`src/rtl/custom_adder_pipe.sv`:
```
`default_nettype none
// ============================================================================
// Module      : custom_adder_pipe
// Description : SIZE-bit adder with carry-in/carry-out built from 4-bit
//               carry-lookahead groups with rippled group carries. The sum,
//               the carry-out and a valid flag are registered (one-cycle
//               latency, one operation per cycle, no stall).
// Revision    : 1.0 - initial release
// ============================================================================
module custom_adder_pipe #(
  parameter int SIZE = 32  // operand/result width, legal range 1..64
) (
  input  logic            clk,
  input  logic            rst_n,
  input  logic            in_valid,
  input  logic [SIZE-1:0] A,
  input  logic [SIZE-1:0] B,
  input  logic            Cin,
  output logic [SIZE-1:0] Result,
  output logic            Cout,
  output logic            out_valid
);

  // Number of 4-bit lookahead groups; the top one is partial when SIZE is
  // not a multiple of 4.
  localparam int GROUP_W = 4;
  localparam int NGROUPS = (SIZE + GROUP_W - 1) / GROUP_W;

  // Per-bit generate/propagate and the combinational sum.
  logic [SIZE-1:0] bit_gen;
  logic [SIZE-1:0] bit_prop;
  logic [SIZE-1:0] sum_comb;
  logic            carry_out;

  assign bit_gen  = A & B;
  assign bit_prop = A ^ B;

  // Two-level lookahead carry out of the low n bits of a group:
  //   c_n = g[n-1] | p[n-1]g[n-2] | ... | p[n-1..1]g[0] | p[n-1..0]c0
  // Written as a flat sum of products so each carry is independent of the
  // other carries inside the group.
  function automatic logic lookahead(
    input logic [3:0] g,
    input logic [3:0] p,
    input logic       c0,
    input int         n
  );
    logic c;
    logic pp;
    c = 1'b0;
    for (int k = 0; k < n; k++) begin
      pp = 1'b1;
      for (int m = k + 1; m < n; m++) begin
        pp = pp & p[m];
      end
      c = c | (g[k] & pp);
    end
    pp = 1'b1;
    for (int m = 0; m < n; m++) begin
      pp = pp & p[m];
    end
    lookahead = c | (pp & c0);
  endfunction

  for (genvar gi = 0; gi < NGROUPS; gi++) begin : g_group
    localparam int LSB = gi * GROUP_W;
    localparam int GW  = ((SIZE - LSB) >= GROUP_W) ? GROUP_W : (SIZE - LSB);

    logic          cin;       // carry into this group
    logic          cout;      // carry out of this group
    logic          grp_gen;   // group generate
    logic          grp_prop;  // group propagate
    logic [3:0]    gl;        // group-local generate, zero-extended to 4
    logic [3:0]    pl;        // group-local propagate, zero-extended to 4
    logic [GW-1:0] cb;        // carry into each bit of the group

    // Group carries ripple from the previous group; group 0 takes Cin.
    if (gi == 0) begin : g_head
      assign cin = Cin;
    end else begin : g_link
      assign cin = g_group[gi-1].cout;
    end

    // Zero-extend a partial top group so the lookahead function sees a
    // fixed 4-bit slice; the padded bits are never selected by n < 4.
    always_comb begin
      gl         = '0;
      pl         = '0;
      gl[GW-1:0] = bit_gen[LSB +: GW];
      pl[GW-1:0] = bit_prop[LSB +: GW];
    end

    // Group G/P, group carry-out, and lookahead carries into every bit.
    always_comb begin
      grp_gen  = lookahead(gl, pl, 1'b0, GW);
      grp_prop = &pl[GW-1:0];
      cout     = grp_gen | (grp_prop & cin);
      cb       = '0;
      cb[0]    = cin;
      for (int j = 1; j < GW; j++) begin
        cb[j] = lookahead(gl, pl, cin, j);
      end
    end

    assign sum_comb[LSB +: GW] = pl[GW-1:0] ^ cb;
  end

  // Carry out of bit SIZE-1 is the carry out of the top group.
  assign carry_out = g_group[NGROUPS-1].cout;

  // Output registers: valid follows in_valid every cycle, data only loads
  // on a valid operation so idle inputs never disturb the held result.
  always_ff @(posedge clk or negedge rst_n) begin
    if (!rst_n) begin
      Result    <= '0;
      Cout      <= 1'b0;
      out_valid <= 1'b0;
    end else begin
      out_valid <= in_valid;
      if (in_valid) begin
        Result <= sum_comb;
        Cout   <= carry_out;
      end
    end
  end

endmodule
`default_nettype wire

```
`config.mk`:
```
export PLATFORM = sky130hd
export DESIGN_NAME = custom_adder_pipe
export DESIGN_NICKNAME = d
export VERILOG_FILES = /design/src/rtl/custom_adder_pipe.sv
export SDC_FILE = /design/constraint.sdc
export NUM_CORES = 1
export LEC_CHECK = 0
export ABC_CLOCK_PERIOD_IN_PS = 2130
export BUFFER_PORTS_ARGS = -buffer_cell sky130_fd_sc_hd__buf_4
export CAP_MARGIN = 30
export CORE_ASPECT_RATIO = 2
export CORE_MARGIN = 2
export CORE_UTILIZATION = 35
export DETAILED_ROUTE_END_ITERATION = 16
export SYNTH_ARGS = -nofsm -noshare
export SYNTH_HDL_FRONTEND = slang
export SYNTH_SLANG_ARGS = --single-unit
export TNS_END_PERCENT = 5
```
`constraint.sdc`:
```
create_clock -name clk -period 2.13 [get_ports clk]
set_input_delay 0.1065 -clock clk [delete_from_list [all_inputs] [get_ports clk]]
set_output_delay 0.1065 -clock clk [all_outputs]
set_load 0.005 [all_outputs]
```
==> results.tsv <==
metric	value	unit
drive_gt1_share	48.56	%
routed_wl	7.549	mm
gp_congestion	0.7822	
drt_iter0_drc	69	
ios	102	
powerDensity	643.0	nW/um^2
violations	negative setup slack	
cts_root_buf	clkbuf_16	
multiInputGateArea	1814	sq um
crit_slowest_cell	fa_1	
status	finished, violations left	
fill_cells	688	
clkPwrFrac	30.2	%
netlist_instances	257	
cts_setup_buffers	0	
fin_crit_sh	102.1	%
cp_data_arrival_time	2340	ps
internal_power	0.001913	W
worstPathMaxFanout	3	
fmax	0.4600	GHz
cts_tree	built	
pwr-share-comb	37.7	%
r2r_setup_slack	1230	ps
grt_first_pass_wirelength	12.30	mm
fin_ws	-43.71	ps
finalSetupViolCount	1	
drc	0	
clockBufferDepth	2	
grt_usage	19.33	%
clkLatencyLatePin	280	ps
dieArea	8270	sq um
cts-buffers-inserted	5	
wire_per_inst	14.86	microns
antenna_left	0	
syn_to_final_growth	58.44	%
grt_pass1_vias	2717	
critPathLaunchType	primary input	
instances_no_fill	508	
start_util	36.21	%
synthArstFlopShare	100.0	%
avgViaCountPerCell	5.096	
ir_drop	327.1	uV
synth_warnings	0	
leakage	2.011	nW
syn_area_per_cell	10.24	sq um
skew	0	ps
synth_edf_count	0	
period_minus_slack	2174	ps
tightest_slew	661.7	ps
cp_num_buf_inv	1	
critPathKind	primary input to register	
drv_slew	0	
yosysSeqAreaShare	32.33	%
relSlewSlack	55.84	%
core_area	7267	sq um
io_buffer_count	101	
fin_util	57.37	%
dpl_worst_slack	-418.7	ps
ys_types	52	
chipWidth	65.31	microns
dr.pass1.iters	4	
critPathMaxStageDelay	420	ps
cts.sinks	34	
placedCellCount	499	
crit_path_end_kind	register	
synth_flop_cell	dfrtp_1	
regArea	850.8	sq um
clk_pin_slew	60	ps
required	2300	ps
swShare	28.64	%
crit_chain	buf_4, ha_4, a21o_4, a31oi_4, o221ai_2, nor2b_4, or3_4, o21a_1, fa_1, mux2_2	
nets	523	
syn_area	2631	sq um
seq_power_share	32.1	%
grt_overflow	0	
hold_viol	0	
n_antenna_cell	0	
htreeDepth	2	
holdCritPathClass	primary input to register	
synth_seq_cells	34	
post-dp-hpwl	6.188	mm
netSwitchingPower	0.0007678	W
vias	2589	
syn_nets	365	
rows	44	
rsz0062_at_grt	true	
maxCapViolCount	0	
critPathTopFamily	compound AO/OA/AOI/OAI gates	
die_h	126.6	microns
grt_start_max_net_pins	35	
antenna_found_initial	0	
[synth_stat cells, types with 2 or more instances]
master    count  area [sq um]
fa_1          8         160.2
nor3_1        4         20.02
o311ai_0      4         35.03
nand4_1       3         18.77
and3_1        4         25.02
dfrtp_1      34         850.8
or3_1         2         12.51
inv_1        11         41.29
a31oi_1       2         12.51
nand3b_1      2         15.01
nand3_1       5         25.02
nor3b_1       3         22.52
a21oi_1      26         130.1
xnor2_1      12         105.1
and2_1        3         18.77
nor2_1       13         48.80
o21ai_0      11         55.05
o21a_1        5         37.54
nand2_1      11         41.29
clkbuf_1      4         15.01
mux2_2       14         157.7
xor2_1        2         17.52
nand4b_1      3         26.28
and4_1        2         17.52
a21o_1        5         37.54
ha_1         32         400.4
or2_2         4         25.02
nor2b_1       4         25.02
[power groups by stage]
stage	Clock (W)	Sequential, W	Combinational (W)
after detailed placement	0	0.000875	0.00101
after floorplan	0	0.000872	0.000444
after global placement	0	0.000871	0.00100
after CTS	0.000825	0.000864	0.00102
after global routing	0.000851	0.000879	0.00112
final	0.000809	0.000862	0.00101
[placed cells by master (no fill, tap or decap), types with 4 or more instances in the layout]
cell type  netlist  routed
o21a_1           5       5
o21ai_0         11       7
nand3_1          5       4
dfrtp_1         34      34
nor2_1          13      13
clkbuf_16        0       5
ha_1            32      28
a21o_1           5       5
nor2b_1          4       4
buf_4            0     156
nand2_1         11      11
or2_2            4       4
xnor2_1         12      12
o311ai_0         4       4
inv_1           11      11
nor3_1           4       4
a21oi_1         26      24
mux2_2          14      14
and3_1           4       4
fa_1             8       8
ha_4             0       4
[flip-flops by register name, summed over array words and instances, names as in the netlist]
name / count
out_valid: 1
Cout: 1
Result: 32
[through the flow]
| stage | instance area, sq um | TNS [ps] | hold slack [ps] | power, W |
|---|---|---|---|---|
| floorplan | 2686 | -274.8 | -189.1 | 0.001316 |
| global placement | 3949 | -4762 | 100.2 | 0.001871 |
| detailed placement | 3949 | -5360 | 93.99 | 0.001887 |
| CTS | 4133 | -55.76 | 14.80 | 0.002710 |
| global route | 4169 | -236.2 | 25.80 | 0.002848 |
| finish | 4169 | -43.71 | 22.53 | 0.002681 |
[routing by layer]
| metal | GRT usage (%) | routed length, microns | part of all wire, % |
|---|---|---|---|
| met1 | 19.01 | 2649 | 35 |
| met2 | 38.06 | 4425 | 59 |
| met3 | 3.103 | 311 | 4.1 |
| met4 | 7.843 | 162 | 2.1 |
| met5 | 0 | 0 | 0 |
[cell families after synthesis]
| family | synth area share, % |
|---|---|
| buf+inv | 2.472 |
| flops | 32.33 |
| compound gates | 18.59 |
| mux | 5.991 |
| xor+xnor | 4.660 |
| simple gates | 14.65 |
| fa+ha+maj | 21.30 |
[area by class of cell]
type,instances,share of cell area (%)
Tap cell,92,2.761
Clock buffer,8,3.992
Inverter,11,0.9904
Sequential cell,34,20.41
Multi-Input combinational cell,206,43.52
Timing Repair Buffer,157,28.33
[worst reg2reg max path, delay by kind of cell, from the launching register on]
family	cells	cell delay (ps)
simple gates	1	130
flops	1	380
compound gates	1	270
[worst paths after layout]
check,from,depth (start not counted),end
hold / removal,in_valid,1,out_valid$_DFF_PN0_
setup / recovery,A[17],10,Result[28]$_DFFE_PN0P_
max in group asynchronous,rst_n,2,Result[27]$_DFFE_PN0P_
min in group asynchronous,rst_n,2,Result[2]$_DFFE_PN0P_
hold reg to reg,Result[28]$_DFFE_PN0P_,1,Result[28]$_DFFE_PN0P_
setup reg to reg,Result[31]$_DFFE_PN0P_,2,Result[31]$_DFFE_PN0P_
[repair_timing]
action,CTS,global route
gates resized for setup,4,6
hold buffers,1,0
pin swaps,1,2
setup endpoints to repair,5,10
endpoints found under the hold margin,34,0
Power figures use the tool's default switching activity.
